## src/rtl/multi_trigger_counter.sv

```systemverilog
// Multi-channel triggered counter with a shared, runtime-loadable terminal bound.
// Define MULTI_TRIG_SYNC_EN to place a 2-flop synchronizer on each trigger bit.
module multi_trigger_counter #(
   parameter int W         = 4,
   parameter int NCH       = 2,
   parameter int DEF_BOUND = 8
) (
   input  logic             clk,
   input  logic             rst_n,
   input  logic [NCH-1:0]   trigger,
   input  logic [NCH-1:0]   mode,
   input  logic [NCH-1:0]   abort,
   input  logic [W-1:0]     bound,
   input  logic             bound_load,
   output logic [NCH*W-1:0] count,
   output logic [NCH-1:0]   busy,
   output logic [NCH-1:0]   done
);

   typedef enum logic {IDLE = 1'b0, RUN = 1'b1} state_t;

   logic [NCH-1:0] trig_s;
   logic [NCH-1:0] trig_prev;
   logic [NCH-1:0] rise;
   logic [W-1:0]   bound_reg;

`ifdef MULTI_TRIG_SYNC_EN
   // trigger may be asynchronous to clk in this build
   logic [NCH-1:0] sync_p0;
   logic [NCH-1:0] sync_p1;

   always_ff @(posedge clk) begin
      if (!rst_n) begin
         sync_p0 <= '0;
         sync_p1 <= '0;
      end else begin
         sync_p0 <= trigger;
         sync_p1 <= sync_p0;
      end
   end

   assign trig_s = sync_p1;
`else
   assign trig_s = trigger;
`endif

   always_ff @(posedge clk) begin
      if (!rst_n) begin
         trig_prev <= '0;
      end else begin
         trig_prev <= trig_s;
      end
   end

   assign rise = trig_s & ~trig_prev;

   // A zero bound would make the channel terminate every cycle, so it is refused
   always_ff @(posedge clk) begin
      if (!rst_n) begin
         bound_reg <= W'(DEF_BOUND);
      end else if (bound_load && (bound != '0)) begin
         bound_reg <= bound;
      end
   end

   for (genvar i = 0; i < NCH; i++) begin : g_ch
      state_t       state_q;
      state_t       state_d;
      logic [W-1:0] cnt_q;
      logic [W-1:0] cnt_d;
      logic         done_q;
      logic         done_d;
      logic         busy_c;

      always_ff @(posedge clk) begin
         if (!rst_n) begin
            state_q <= IDLE;
            cnt_q   <= '0;
            done_q  <= 1'b0;
         end else begin
            state_q <= state_d;
            cnt_q   <= cnt_d;
            done_q  <= done_d;
         end
      end

      // Terminal test is >= so a bound lowered beneath a running count still ends the run
      always_comb begin
         state_d = state_q;
         cnt_d   = cnt_q;
         done_d  = 1'b0;
         if (abort[i]) begin
            state_d = IDLE;
            cnt_d   = '0;
         end else if (state_q == IDLE) begin
            cnt_d = '0;
            if (rise[i]) begin
               state_d = RUN;
            end
         end else if (cnt_q >= bound_reg) begin
            cnt_d   = '0;
            done_d  = 1'b1;
            state_d = mode[i] ? RUN : IDLE;
         end else begin
            cnt_d = cnt_q + W'(1);
         end
      end

      always_comb begin
         busy_c = (state_q == RUN);
      end

      assign busy[i]          = busy_c;
      assign done[i]          = done_q;
      assign count[i*W +: W]  = cnt_q;
   end

endmodule
```

## config.mk

```make
export PLATFORM = sky130hd
export DESIGN_NAME = multi_trigger_counter
export DESIGN_NICKNAME = d
export VERILOG_FILES = /design/src/rtl/multi_trigger_counter.sv
export SDC_FILE = /design/constraint.sdc
export NUM_CORES = 1
export LEC_CHECK = 0
export CORE_MARGIN = 1
export CORE_UTILIZATION = 46
export DETAILED_ROUTE_END_ITERATION = 6
export PLACE_DENSITY = 0.74
export SKIP_CTS_REPAIR_TIMING = 1
export SYNTH_ARGS = -nofsm -noshare
export SYNTH_HDL_FRONTEND = slang
export SYNTH_SLANG_ARGS = --single-unit
export TNS_END_PERCENT = 10
```

## constraint.sdc

```tcl
create_clock -name clk -period 1.94 [get_ports clk]
set_input_delay 0.194 -clock clk [delete_from_list [all_inputs] [get_ports clk]]
set_output_delay 0.194 -clock clk [all_outputs]
set_load 0.05 [all_outputs]
```

==> results.sh, run 1 <==
export IMPL_run_status="completed"
export IMPL_synth_top_cells_by_count="dfxtp_1, nor2_1, ha_1, inv_1"
export IMPL_cap_violations=0
export IMPL_grt_usage=0.1619
export IMPL_synthesis_instances=90
export IMPL_clock_skew_final_ns=0.01093
export IMPL_fillers=159
export IMPL_start_util=0.5007
export IMPL_ys_ff_latch=18
export IMPL_die_h_um=45.82
export IMPL_crit_fanout=4
export IMPL_worstHoldStart="abort[1]"
export IMPL_p_leak_uw=0.0004562
export IMPL_areaGrowthSynthToFinish_pct=30.88
export IMPL_rows=15
export IMPL_async_flop_share=0
export IMPL_ir_drop_uv=417.5
export IMPL_worst_setup_path_start_kind="register"
export IMPL_finalCritPeriodShare=0.9013
export IMPL_synth_edf_count=0
export IMPL_insertion_delay_ns=0.30
export IMPL_critPathLaunch="g_ch[1].cnt_q[2]$_SDFF_PP0_"
export IMPL_min_path_type="input pin to register"
export IMPL_cts_buffers=3
export IMPL_wl_met1_um=712
export IMPL_ant_nets=0
export IMPL_slew_headroom=0.6652
export IMPL_finalNetCount=137
export IMPL_syn_num_nets=113
export IMPL_grt_setup_unrepaired="false"
export IMPL_r2r_start="g_ch[1].cnt_q[0]$_SDFF_PP0_"
export IMPL_worstPathRequired_ns=1.75
export IMPL_synth_cell_type_count=22
export IMPL_max_freq_mhz=571.9
export IMPL_io_pins=25
export IMPL_overflow=0
export IMPL_avgSynthCellArea_um2=9.815
export IMPL_critical_path_max_stage_delay_ns=0.83
export IMPL_finalMaxSlewViolations=0
export IMPL_cp_slowest_cell="clkdlybuf4s50_1"
export IMPL_root_buffer="clkbuf_4"
export IMPL_clk_path_buf_depth=2
export IMPL_finalWirelength_mm=1.526
export IMPL_setup_viol=0
export IMPL_largest_reg_flops=8
export IMPL_wl_met2_um=696
export IMPL_routed_via_count=682
export IMPL_crit_path_cell_trace="clkdlybuf4s50_1"
export IMPL_drtIter0Drc=1
export IMPL_seq_area_frac_synth=0.4079
export IMPL_cp_arrival_ns=1.55
export IMPL_synth_area_leaders="dfxtp_1, ha_1, nor2_1"
export IMPL_antenna_found_initial=0
export IMPL_drc=0
export IMPL_tightest_slew_ns=0.5006
export IMPL_clkTransAtPathRegs_ns=0.11
export IMPL_setup_tns_ns=0
export IMPL_top_layer="met4"
export IMPL_ys_flop_type="dfxtp_1"
export IMPL_htreeDepth=1
export IMPL_yosysTopAreaCellShare=0.4079
export IMPL_period_minus_slack_ns=1.749
export IMPL_grt_pass1_vias=611
export IMPL_finalHoldViolCount=0
export IMPL_cp_num_buf_inv=1
export IMPL_cp_top_family="buffers and inverters"
export IMPL_grt_max_degree=11
export IMPL_coreArea_um2=1764
export IMPL_crit_path_end_kind="primary output"
export IMPL_gp_congestion=0.7154
export IMPL_drive_above_1_share=0.08850
export IMPL_drtPass1Iterations=2
export IMPL_clock_sinks=18
export IMPL_cts_tree="done"
export IMPL_yosysMostFrequentCell="dfxtp_1"
export IMPL_dp_cells=134
export IMPL_vias_per_cell=4.942
export IMPL_die_area_um2=2099
export IMPL_fin_total_pwr_uw=708.7
export IMPL_portBuffers=24
export IMPL_utilization=0.6553
export IMPL_setup_ws_ns=0.1914
export IMPL_antenna_cells=0
export IMPL_synth_warnings=0
export IMPL_layout_cells_non_filler=138
export IMPL_grt_pass1_wl_mm=2.373
export IMPL_worstSetupPathType="register to primary output"
export IMPL_pre_cts_ws_ns=0.4403
export IMPL_synth_area_leader_cell="dfxtp_1"
export IMPL_die_width_um=45.82
export IMPL_synth_area_um2=883.3
export IMPL_wl_met3_um=78
export IMPL_hpwl_mm=1.233
export IMPL_wl_per_cell_um=11.06
export IMPL_p_per_area_nw_per_um2=613.0
[worst paths after layout]
kind | slack (ns) | cells after the start | endpoint
worst max-delay path | 0.19 | 1 | count[6]
worst min-delay path | 0.47 | 2 | g_ch[1].busy_c$_SDFF_PP0_
worst max register to register | 0.44 | 5 | g_ch[1].busy_c$_SDFF_PP0_
worst min register to register | 0.48 | 1 | g_ch[0].cnt_q[0]$_SDFF_PP0_
[cell usage in the layout (no fill, tap or decap), drive strengths merged]
| cell | count |
|---|---|
| a2111oi | 2 |
| xnor2 | 2 |
| o211ai | 4 |
| inv | 10 |
| xor2 | 2 |
| clkdlybuf4s50 | 24 |
| a221o | 1 |
| nand3 | 2 |
| clkbuf | 4 |
| nor2 | 11 |
| o31ai | 4 |
| and3b | 2 |
| nor3b | 2 |
| o21ai | 2 |
| and2 | 4 |
| a21oi | 4 |
| a22oi | 3 |
| ha | 10 |
| nor2b | 2 |
| dfxtp | 18 |
[layout make-up]
type,count,area (um^2),share of cell area
Multi-Input combinational cell,57,450.4,0.3896
Sequential cell,18,360.3,0.3117
Timing Repair Buffer,24,240.2,0.2078
Inverter,10,37.54,0.03247
Clock buffer,4,36.28,0.03139
Tap cell,25,31.28,0.02706
[layer usage]
layer,track usage,up-vias
li1,-,358
met1,0.1851,298
met2,0.2686,21
met3,0.03571,5
met4,0.1059,0
met5,0,-
[stage by stage]
| step | hold WS [ns] | cell area (um^2) |
|---|---|---|
| floorplan | 0.2629 | 883.3 |
| global placement | 0.4558 | 1120 |
| detailed placement | 0.4650 | 1120 |
| CTS | 0.4691 | 1156 |
| global route | 0.4579 | 1156 |
| finish | 0.4714 | 1156 |
[power by group]
part	switching (uW)	total (uW)	leakage, uW	internal, uW
Sequential	6.23	386	0.000147	380
Combinational	43.8	90.9	0.000289	47.2
Clock	118	232	0.0000210	114
[cell families after synthesis]
logic type / Yosys count / share of synthesized area
xor+xnor: 4 / 0.03967
flops: 18 / 0.4079
fa+ha+maj: 10 / 0.1416
compound gates: 20 / 0.1785
simple gates: 23 / 0.1501
buf+inv: 15 / 0.08215
(Power assumes the default switching activity.)
==> run 2: changes to the inputs <==
--- a/config.mk
+++ b/config.mk
@@ -6,9 +6,9 @@
 export NUM_CORES = 1
 export LEC_CHECK = 0
 export CORE_MARGIN = 1
-export CORE_UTILIZATION = 46
+export CORE_UTILIZATION = 49
 export DETAILED_ROUTE_END_ITERATION = 6
-export PLACE_DENSITY = 0.74
+export PLACE_DENSITY = 0.79
 export SKIP_CTS_REPAIR_TIMING = 1
 export SYNTH_ARGS = -nofsm -noshare
 export SYNTH_HDL_FRONTEND = slang
==> constraint.sdc (replaced) <==
create_clock -name clk -period 2.2 [get_ports clk]
set_input_delay 0.22 -clock clk [delete_from_list [all_inputs] [get_ports clk]]
set_output_delay 0.22 -clock clk [all_outputs]
set_load 0.05 [all_outputs]
==> results.sh, run 2 (synthesis gave the netlist of run 1 again) <==
export IMPL_finalMaxSlewViolations=0
export IMPL_areaGrowthSynthToFinish_pct=29.18
export IMPL_grt_pass1_vias=637
export IMPL_insertion_delay_ns=0.28
export IMPL_io_pins=25
export IMPL_clk_path_buf_depth=2
export IMPL_htreeDepth=1
export IMPL_cts_tree="done"
export IMPL_vias_per_cell=4.904
export IMPL_hpwl_mm=1.147
export IMPL_antenna_found_initial=0
export IMPL_finalNetCount=137
export IMPL_worstSetupPathType="register to primary output"
export IMPL_drtPass1Iterations=4
export IMPL_critical_path_max_stage_delay_ns=0.83
export IMPL_slew_headroom=0.6697
export IMPL_finalWirelength_mm=1.420
export IMPL_root_buffer="clkbuf_4"
export IMPL_period_minus_slack_ns=1.738
export IMPL_crit_path_end_kind="primary output"
export IMPL_grt_setup_unrepaired="false"
export IMPL_wl_per_cell_um=10.44
export IMPL_largest_reg_flops=8
export IMPL_finalHoldViolCount=0
export IMPL_clock_skew_final_ns=0.0003258
export IMPL_fin_total_pwr_uw=572.8
export IMPL_routed_via_count=667
export IMPL_utilization=0.7159
export IMPL_grt_pass1_wl_mm=2.559
export IMPL_cts_buffers=3
export IMPL_cp_num_buf_inv=1
export IMPL_crit_path_cell_trace="clkdlybuf4s50_1"
export IMPL_layout_cells_most_common="clkdlybuf4s50_1"
export IMPL_clkTransAtPathRegs_ns=0.09
export IMPL_gp_congestion=0.7756
export IMPL_layout_cells_non_filler=136
export IMPL_cp_arrival_ns=1.52
export IMPL_coreArea_um2=1594
export IMPL_worst_setup_path_start_kind="register"
export IMPL_tightest_slew_ns=0.4940
export IMPL_die_h_um=44.46
export IMPL_die_width_um=44.46
export IMPL_ant_nets=0
export IMPL_die_area_um2=1977
export IMPL_p_leak_uw=0.0004490
export IMPL_p_per_area_nw_per_um2=502.0
export IMPL_crit_fanout=4
export IMPL_finalCritPeriodShare=0.7899
export IMPL_cp_slowest_cell="clkdlybuf4s50_1"
export IMPL_drive_above_1_share=0.08036
export IMPL_portBuffers=24
export IMPL_antenna_cells=0
export IMPL_min_path_type="register to register"
export IMPL_cap_violations=0
export IMPL_ir_drop_uv=364.5
export IMPL_most_common_layout_cells="clkdlybuf4s50_1, dfxtp_1, nor2_1"
export IMPL_drc=0
export IMPL_overflow=0
export IMPL_clock_sinks=18
export IMPL_worstPathRequired_ns=1.98
export IMPL_run_status="completed"
export IMPL_grt_usage=0.1775
export IMPL_setup_viol=0
export IMPL_cp_top_family="buffers and inverters"
export IMPL_max_freq_mhz=575.5
export IMPL_dp_cells=133
export IMPL_rows=14
export IMPL_start_util=0.5542
export IMPL_drtIter0Drc=8
export IMPL_setup_tns_ns=0
export IMPL_grt_max_degree=10
==> run 2: cell count changes in the layout (fill, tap and decap cells not counted), sizes merged <==
cell    before  now
clkbuf       4    3
==> run 2: layout make-up <==
class,count,area (um^2)
Timing Repair Buffer,24,240.2
Fill cell,118,452.9
Sequential cell,18,360.3
Tap cell,24,30.03
Clock buffer,3,22.52
Multi-Input combinational cell,57,450.4
Inverter,10,37.54
==> run 2: path summary, 6_finish.rpt <==
check | from | end | slack [ns] | depth (start not counted)
worst max-delay path | g_ch[0].cnt_q[2]$_SDFF_PP0_ | count[2] | 0.46 | 1
worst min-delay path | g_ch[1].cnt_q[0]$_SDFF_PP0_ | g_ch[1].cnt_q[0]$_SDFF_PP0_ | 0.48 | 1
worst max register to register | g_ch[0].cnt_q[0]$_SDFF_PP0_ | g_ch[0].busy_c$_SDFF_PP0_ | 0.72 | 5
worst min register to register | g_ch[1].cnt_q[0]$_SDFF_PP0_ | g_ch[1].cnt_q[0]$_SDFF_PP0_ | 0.48 | 1
==> run 2: per-stage QoR <==
step	hold slack, ns	cell area, um^2	setup slack, ns
final	0.4811	1141	0.4623
after detailed placement	0.4661	1119	0.7275
after global placement	0.4617	1119	0.7318
after global routing	0.5032	1141	0.4011
after CTS	0.4874	1141	0.4479
after floorplan	0.2889	883.3	0.4661
==> run 2: power by group <==
part | leakage (uW) | total, uW | internal, uW | switching, uW
Clock | 0.0000138 | 153 | 63.5 | 89.6
Combinational | 0.000289 | 80.0 | 41.4 | 38.6
Sequential | 0.000147 | 340 | 335 | 5.17
Total | 0.000449 | 573 | 439 | 133
==> run 2: routing by layer <==
layer,global-route usage,vias to the layer above,part of all wire
met2,0.2941,24,0.45
li1,-,353,-
met1,0.2136,288,0.48
met5,0,-,0
met4,0.1091,0,0.013
met3,0.02857,2,0.051
